$ cat src/rtl/cordic_out_stage.sv
// ============================================================================
// Module   : cordic_out_stage
// Purpose  : CORDIC output stage. Aligns valid/flip with the rotation pipeline,
//            applies quadrant negation, registers sin/cos. Optional saturation
//            and overflow counting enabled by macro CORDIC_OUT_SAT_EN.
// Revision : 1.0 - initial release
// ============================================================================
`default_nettype none

module cordic_out_stage #(
    parameter int W      = 12,
    parameter int STAGES = 12,
    parameter int CNT_W  = 16
) (
    input  logic                clock,
    input  logic                reset_n,
    input  logic                ce,
    input  logic                in_valid,
    input  logic                in_flip,
    input  logic signed [W-1:0] sin_in,
    input  logic signed [W-1:0] cos_in,
    input  logic                ovf_clr,
    output logic signed [W-1:0] sin_out,
    output logic signed [W-1:0] cos_out,
    output logic                out_valid,
    output logic                ovf,
    output logic [CNT_W-1:0]    ovf_cnt
);

    localparam logic signed [W-1:0] MIN_VAL = {1'b1, {(W-1){1'b0}}};
    localparam logic signed [W-1:0] MAX_VAL = {1'b0, {(W-1){1'b1}}};

    logic [STAGES-1:0]   vld_dly;
    logic [STAGES-1:0]   flp_dly;
    logic                tail_v;
    logic                tail_f;
    logic signed [W-1:0] sin_cor;
    logic signed [W-1:0] cos_cor;

    // Bit 0 is the newest entry; bit STAGES-1 lines up with sin_in/cos_in.
    always_ff @(posedge clock or negedge reset_n) begin
        if (!reset_n) begin
            vld_dly <= '0;
            flp_dly <= '0;
        end else if (ce) begin
            vld_dly <= (vld_dly << 1) | STAGES'(in_valid);
            flp_dly <= (flp_dly << 1) | STAGES'(in_flip);
        end
    end

    assign tail_v = vld_dly[STAGES-1];
    assign tail_f = flp_dly[STAGES-1];

`ifdef CORDIC_OUT_SAT_EN
    logic ovf_event;

    always_comb begin
        sin_cor = sin_in;
        cos_cor = cos_in;
        if (tail_f) begin
            sin_cor = (sin_in == MIN_VAL) ? MAX_VAL : -sin_in;
            cos_cor = (cos_in == MIN_VAL) ? MAX_VAL : -cos_in;
        end
    end

    // Either channel saturating counts as a single event.
    assign ovf_event = tail_v & tail_f & ((sin_in == MIN_VAL) | (cos_in == MIN_VAL));

    always_ff @(posedge clock or negedge reset_n) begin
        if (!reset_n) begin
            ovf     <= 1'b0;
            ovf_cnt <= '0;
        end else begin
            ovf <= ce & ovf_event;
            if (ce) begin
                if (ovf_clr)
                    ovf_cnt <= ovf_event ? CNT_W'(1) : '0;
                else if (ovf_event && (ovf_cnt != {CNT_W{1'b1}}))
                    ovf_cnt <= ovf_cnt + CNT_W'(1);
            end
        end
    end
`else
    logic unused_ovf_clr;

    always_comb begin
        sin_cor = sin_in;
        cos_cor = cos_in;
        if (tail_f) begin
            sin_cor = -sin_in;
            cos_cor = -cos_in;
        end
    end

    assign unused_ovf_clr = ovf_clr;
    assign ovf            = 1'b0;
    assign ovf_cnt        = '0;
`endif

    always_ff @(posedge clock or negedge reset_n) begin
        if (!reset_n) begin
            sin_out   <= '0;
            cos_out   <= '0;
            out_valid <= 1'b0;
        end else if (ce) begin
            sin_out   <= sin_cor;
            cos_out   <= cos_cor;
            out_valid <= tail_v;
        end
    end

endmodule

`default_nettype wire

$ cat config.mk
export PLATFORM = sky130hd
export DESIGN_NAME = cordic_out_stage
export DESIGN_NICKNAME = d
export VERILOG_FILES = /design/src/rtl/cordic_out_stage.sv
export SDC_FILE = /design/constraint.sdc
export NUM_CORES = 1
export LEC_CHECK = 0
export BUFFER_PORTS_ARGS = -buffer_cell sky130_fd_sc_hd__buf_2
export CAP_MARGIN = 40
export CORE_UTILIZATION = 51
export DETAILED_ROUTE_END_ITERATION = 10
export PLACE_DENSITY = 0.75
export SYNTH_ARGS = -nofsm -noshare
export SYNTH_HDL_FRONTEND = slang
export SYNTH_SLANG_ARGS = --single-unit
$ cat constraint.sdc
create_clock -name clock -period 1.6 [get_ports clock]
set_input_delay 0.24 -clock clock [delete_from_list [all_inputs] [get_ports clock]]
set_output_delay 0.24 -clock clock [all_outputs]
set_load 0.05 [all_outputs]
==> impl_metrics.yaml, run 1 <==
timing:
  max_freq_ghz: 0.670
  rsz0062_at_grt: "no"
  fin_skew_ps: 3.67
  setup_ws_ps: 108
  period_share_pct: 93.2
  tns_ps: 0
  hold_viol: 0
  period_needed_ps: 1490
  whs_ps: 169
  setup_viol: 0
  maxSlewViolCount: 0
critical_path:
  cp.required_ps: 1790
  cp_top_family: "simple AND/OR/NAND/NOR gates"
  crit_slowest_cell: "or3b_4"
  arrival_ps: 1680
  end_kind: "register"
  crit_fanout: 4
  cp-start-kind: "input port"
  slowest_delay_ps: 380
  crit_type: "input port to register"
  crit_chain: "buf_2, inv_4, ha_4, or3b_4, o41ai_2, xnor2_1, mux2_4"
  crit_buf_inv: 2
synth:
  synthAdderAreaFrac_pct: 1.06
  netlist_area_um2: 2360
  synth_top_cell_area_share_pct: 51.9
  synth_cell_types: 29
  synth-seq-cells: 49
  ys.flop_type: "dfrtp_1"
  synth_area_leaders: "dfrtp_1 (52%), mux2_2 (13%), buf_4 (5.4%)"
  synth_top_family_by_area: "multiplexers"
  async_flop_share_pct: 100
  yosys.area.top_type: "dfrtp_1"
  yosys.area_share.simple_pct: 6.88
  synth-seq-area-share_pct: 51.9
  synth_compound_area_share_pct: 9.85
  synthCells: 208
  synth-xor-area-share_pct: 7.41
  synth_mux_area_share_pct: 14.8
  synth_edf_count: 0
  synth_area_per_cell_um2: 11.4
  ys_warn_count: 0
finish:
  drive_above_1_share_pct: 41.2
  n_fill_cell: 366
  fin_area_um2: 2850
  n_antenna_cell: 0
  fin_nets: 306
  fin_util_pct: 64.6
  fin_cells: 326
  most-common-layout-cells: "buf_2 (53), dfrtp_1 (49), mux2_2 (27)"
  area_growth_pct: 20.6
  final_common_cell: "buf_2"
drt:
  wl_per_cell_um: 12.8
  drt-met1-wl_um: 1890
  ant_nets: 0
  vias: 1661
  wl_met3_um: 208
  drc_errors: 0
  drt_iter0_markers: 63
  top_layer_used: "met4"
  routed_via_density: 5.10
  route.met2.wl_um: 2000
  first_pass_iters: 4
  routed_wl_um: 4180
place:
  dpl.hpwl_um: 3010
  pre_cts_slack_ps: -212
  place.gp.congestion: 0.810
  dpl_cell_area_um2: 2750
  placedCellCount: 318
  numPortBuffers: 53
global_route:
  grt_pass1_wl_um: 7190
  grt_use_total_pct: 18.6
  grt.overflow.total: 0
  antenna_found_initial: 0
  grt_max_degree: 50
  grt_pass1_vias: 1593
power_and_ir_drop:
  p_leak_nw: 1.31
  peakVddDrop_mv: 0.840
  power_mw: 4.62
  p_per_area_nw_per_um2: 1620
floorplan:
  initial_utilization_pct: 53.5
  dieArea_um2: 4910
  die_w_um: 70.1
  rows: 24
  chipHeight_um: 70.1
  coreArea_um2: 4410
  pin_count: 72
clocking:
  numCtsBuffers: 5
  cts.sinks: 49
  clk_transition_reported_paths_ps: 80
  cts_tree: "built"
  post-cts-setup-buffer-count: 0
  cts_max_level: 2
  ctsResizeCount: 0
  hold_buffers: 1
  cts_root_buffer: "clkbuf_8"
  clk_path_buf_depth: 2
  clk_latency_ps: 300
outcome:
  outcome: "finished clean"
flow_run:
  max_cap_violations: 0
worst_hold_path:
  hp-class: "input port to register"
cells in the mapped netlist (all sizes together), types with 2 or more instances:
cell / number
dfrtp: 49
mux2: 29
nor2: 24
a21oi: 21
buf: 17
xnor2: 11
clkbuf: 9
xor2: 9
inv: 6
o21ai: 4
o31ai: 4
a31oi: 3
o41ai: 3
or4: 3
ha: 2
mux2i: 2
nand2: 2
nor4: 2
routing by layer:
layer / vias to the layer above / global-route usage (%)
li1: 808 / -
met1: 799 / 24.0
met2: 47 / 30.0
met3: 7 / 4.18
met4: 0 / 8.00
met5: - / 0
layout make-up:
class                           count  area, um2  area share (%)
Tap cell                           52       65.1            2.28
Clock inverter                      1       7.51           0.263
Multi-Input combinational cell    142       1030            36.1
Sequential cell                    49       1230            43.0
Inverter                            7       28.8            1.01
Timing Repair Buffer               69        413            14.5
Clock buffer                        6       82.6            2.90
state kept, by name, indices dropped and copies added (netlist names):
name       count
cos_out       12
flp_dly       12
out_valid      1
sin_out       12
vld_dly       12
where the power goes:
| group | total, mW | internal, mW | switching (mW) |
|---|---|---|---|
| sequential | 1.85 | 1.65 | 0.200 |
| combinational | 2.04 | 0.681 | 1.36 |
| clock | 0.731 | 0.342 | 0.390 |
path summary, 6_finish.rpt:
path	to	from	cells past startpoint	slack [ps]
worst max-delay path	sin_out[10]	sin_in[1]	7	110
worst min-delay path	flp_dly[0]	in_flip	2	170
worst max register to register	cos_out[7]	flp_dly[11]	4	340
worst min register to register	sin_out[9]	sin_out[9]	1	510
max in group asynchronous	cos_out[4]	reset_n	3	930
min in group asynchronous	cos_out[6]	reset_n	3	450
logic make-up (layout without fill, tap and decap cells):
family	Yosys count	in the layout
xor+xnor	20	20
buf+inv	33	83
fa+ha+maj	2	2
simple gates	35	35
mux	31	31
compound gates	37	37
flops	49	49
other cells	1	17
Power figures use the tool's default switching activity.
==> run 2: changes to the inputs <==
ABC_AREA = 1   (was not set)
BUFFER_PORTS_ARGS = -buffer_cell sky130_fd_sc_hd__buf_4   (was -buffer_cell sky130_fd_sc_hd__buf_2)
CORE_MARGIN = 2   (was not set)
==> run 2 against run 1 <==
  * Clock skew grew 2.7 ps
  * Via count grew 27%
  * Register-to-register slack lost 80 ps
  * Combinational power shrank 44%
  * Die area grew 10%
  * Largest power group is now registers
  * Routed wire length grew 16%
==> impl_metrics.yaml, run 2 <==
outcome:
  outcome: "finished clean"
synth:
  async_flop_share_pct: 100
  netlist_top_cells_count: "nand2_1 (102), dfrtp_1 (49), o21ai_0 (33)"
  synth_area_per_cell_um2: 7.71
  netlist_area_um2: 2470
  synth-seq-area-share_pct: 49.5
  post-synth-top-count-cell: "nand2_1"
  synth-xor-area-share_pct: 2.12
  synth_cell_types: 20
  synth_top_family_by_area: "simple AND/OR/NAND/NOR gates"
  synthAdderAreaFrac_pct: 1.01
  synthCells: 321
  yosys.area_share.simple_pct: 25.5
  synth_top_cell_area_share_pct: 49.5
  synth_compound_area_share_pct: 9.76
  synth_edf_count: 0
  ys.flop_type: "dfrtp_1"
  ys_warn_count: 0
  yosys.area.top_type: "dfrtp_1"
  synth_mux_area_share_pct: 0
  synth-seq-cells: 49
  synth_area_leaders: "dfrtp_1 (50%), nand2_1 (15%), o21ai_0 (6.7%)"
drt:
  ant_nets: 0
  routed_via_density: 4.94
  drt-met1-wl_um: 2240
  drt_iter0_markers: 125
  first_pass_iters: 4
  drc_errors: 0
  wl_met3_um: 341
  top_layer_used: "met4"
  vias: 2114
  wl_per_cell_um: 11.3
  routed_wl_um: 4840
  route.met2.wl_um: 2180
finish:
  final_common_cell: "nand2_1"
  fin_cells: 428
  most-common-layout-cells: "nand2_1 (102), buf_4 (56), dfrtp_1 (49)"
  fin_nets: 405
  n_antenna_cell: 0
  n_fill_cell: 431
  area_growth_pct: 19.8
  seq_area_um2: 1230
  drive_above_1_share_pct: 18.2
  multi_input_area_um2: 1010
critical_path:
  crit_type: "register to register"
  cp.required_ps: 1800
  slowest_delay_ps: 660
  r2r_start: "flp_dly[11]"
  critPathLaunch: "flp_dly[11]"
  crit_fanout: 17
  cp-start-kind: "register"
  crit_chain: "inv_2, a21oi_2, o21ai_0, nand3_1, nand2_1"
  end_kind: "register"
  arrival_ps: 1540
  crit_slowest_cell: "dfrtp_1"
global_route:
  grt_use_total_pct: 19.2
  grt.overflow.total: 0
  grt_pass1_vias: 1896
  grt_max_degree: 50
  antenna_found_initial: 0
  grt_pass1_wl_um: 8140
floorplan:
  initial_utilization_pct: 52.7
  pin_count: 72
  die_w_um: 73.7
  chipHeight_um: 73.7
  coreArea_um2: 4690
  dieArea_um2: 5430
  rows: 25
timing:
  hold_viol: 0
  maxSlewViolCount: 0
  rsz0062_at_grt: "no"
  setup_ws_ps: 258
  tightest_slew_ps: 622
  period_share_pct: 83.9
  whs_ps: 140
  max_slew_margin_pct: 58.5
  max_freq_ghz: 0.745
  fin_skew_ps: 6.36
  period_needed_ps: 1340
  setup_viol: 0
  tns_ps: 0
place:
  numPortBuffers: 53
  place.gp.congestion: 0.821
  pre_cts_slack_ps: 223
  placedCellCount: 419
  dpl.hpwl_um: 3400
flow_run:
  max_cap_violations: 0
clocking:
  cts_root_buffer: "clkbuf_8"
  ctsResizeCount: 0
  clk_latency_ps: 300
  cts.sinks: 49
  clk_path_buf_depth: 2
  cts_tree: "built"
  clk_transition_reported_paths_ps: 100
  numCtsBuffers: 5
  cts_max_level: 2
power_and_ir_drop:
  peakVddDrop_mv: 0.607
  p_leak_nw: 1.55
  p_per_area_nw_per_um2: 1160
worst_hold_path:
  min-delay-start: "in_valid"
  hp-class: "input port to register"
-- run 2: cell count changes after synthesis, moves of 3 or more --
cell / before / now
o31ai_1: 4 / 0
nand3b_1: 0 / 3
a21oi_1: 21 / 1
mux2_2: 28 / 0
o21ai_0: 4 / 33
inv_1: 6 / 29
buf_2: 0 / 4
nand3_1: 0 / 28
xor2_1: 9 / 2
nand2_1: 2 / 102
o21ai_1: 0 / 10
xnor2_1: 11 / 4
-- run 2: per-layer routing --
layer	vias to the layer above	track usage (%)
met1	957	25.7
met4	0	7.27
met5	-	0
met3	8	4.53
met2	73	30.5
li1	1076	-
-- run 2: final timing paths --
| path | endpoint | slack (ps) | cells past startpoint |
|---|---|---|---|
| setup / recovery | sin_out[5] | 260 | 5 |
| hold / removal | vld_dly[0] | 140 | 3 |
| setup reg to reg | sin_out[5] | 260 | 5 |
| hold reg to reg | flp_dly[4] | 480 | 2 |
| max in group asynchronous | sin_out[5] | 690 | 2 |
| min in group asynchronous | flp_dly[2] | 500 | 2 |
-- run 2: worst max-delay path: cells and delay by family, from the launching register on --
kind	cells	cell delay, ps
AOI/OAI and AO/OA	2	300
and+or+nand+nor	2	120
DFF	1	660
buffers and inverters	1	170
-- run 2: metrics by stage --
stage / utilization (%) / power, mW / instance area (um2)
final: 63.2 / 3.43 / 2970
after global routing: 63.2 / 3.63 / 2970
after CTS: 63.2 / 3.46 / 2970
after global placement: 61.1 / 2.69 / 2870
after floorplan: - / 2.38 / 2530
after detailed placement: 61.1 / 2.71 / 2870
-- run 2: cells by family (layout without fill, tap and decap cells) --
logic type	Yosys count	count (layout)
compound gates	47	47
xor+xnor	6	6
fa+ha+maj	2	2
buf+inv	60	97
flops	49	49
other cells	1	17
simple gates	156	156
-- run 2: layout make-up --
cell class,instances,share of cell area (%)
well taps,54,2.28
flip-flops and latches,49,41.4
repair buffers,58,15.2
inverters,31,3.92
clock inverters,3,0.717
clock buffers,5,2.32
multi-input cells,228,34.2
-- run 2: where the power goes --
| part | leakage (nW) | switching, mW | internal [mW] | total, mW |
|---|---|---|---|---|
| clock | 0.0445 | 0.435 | 0.311 | 0.746 |
| sequential | 0.611 | 0.106 | 1.42 | 1.53 |
| combinational | 0.898 | 0.800 | 0.349 | 1.15 |
-- run 2: timing repair --
item / in CTS / in global routing
setup buffers: 0 / 0
endpoints found under the hold margin: 49 / 0
hold buffers: 1 / 0
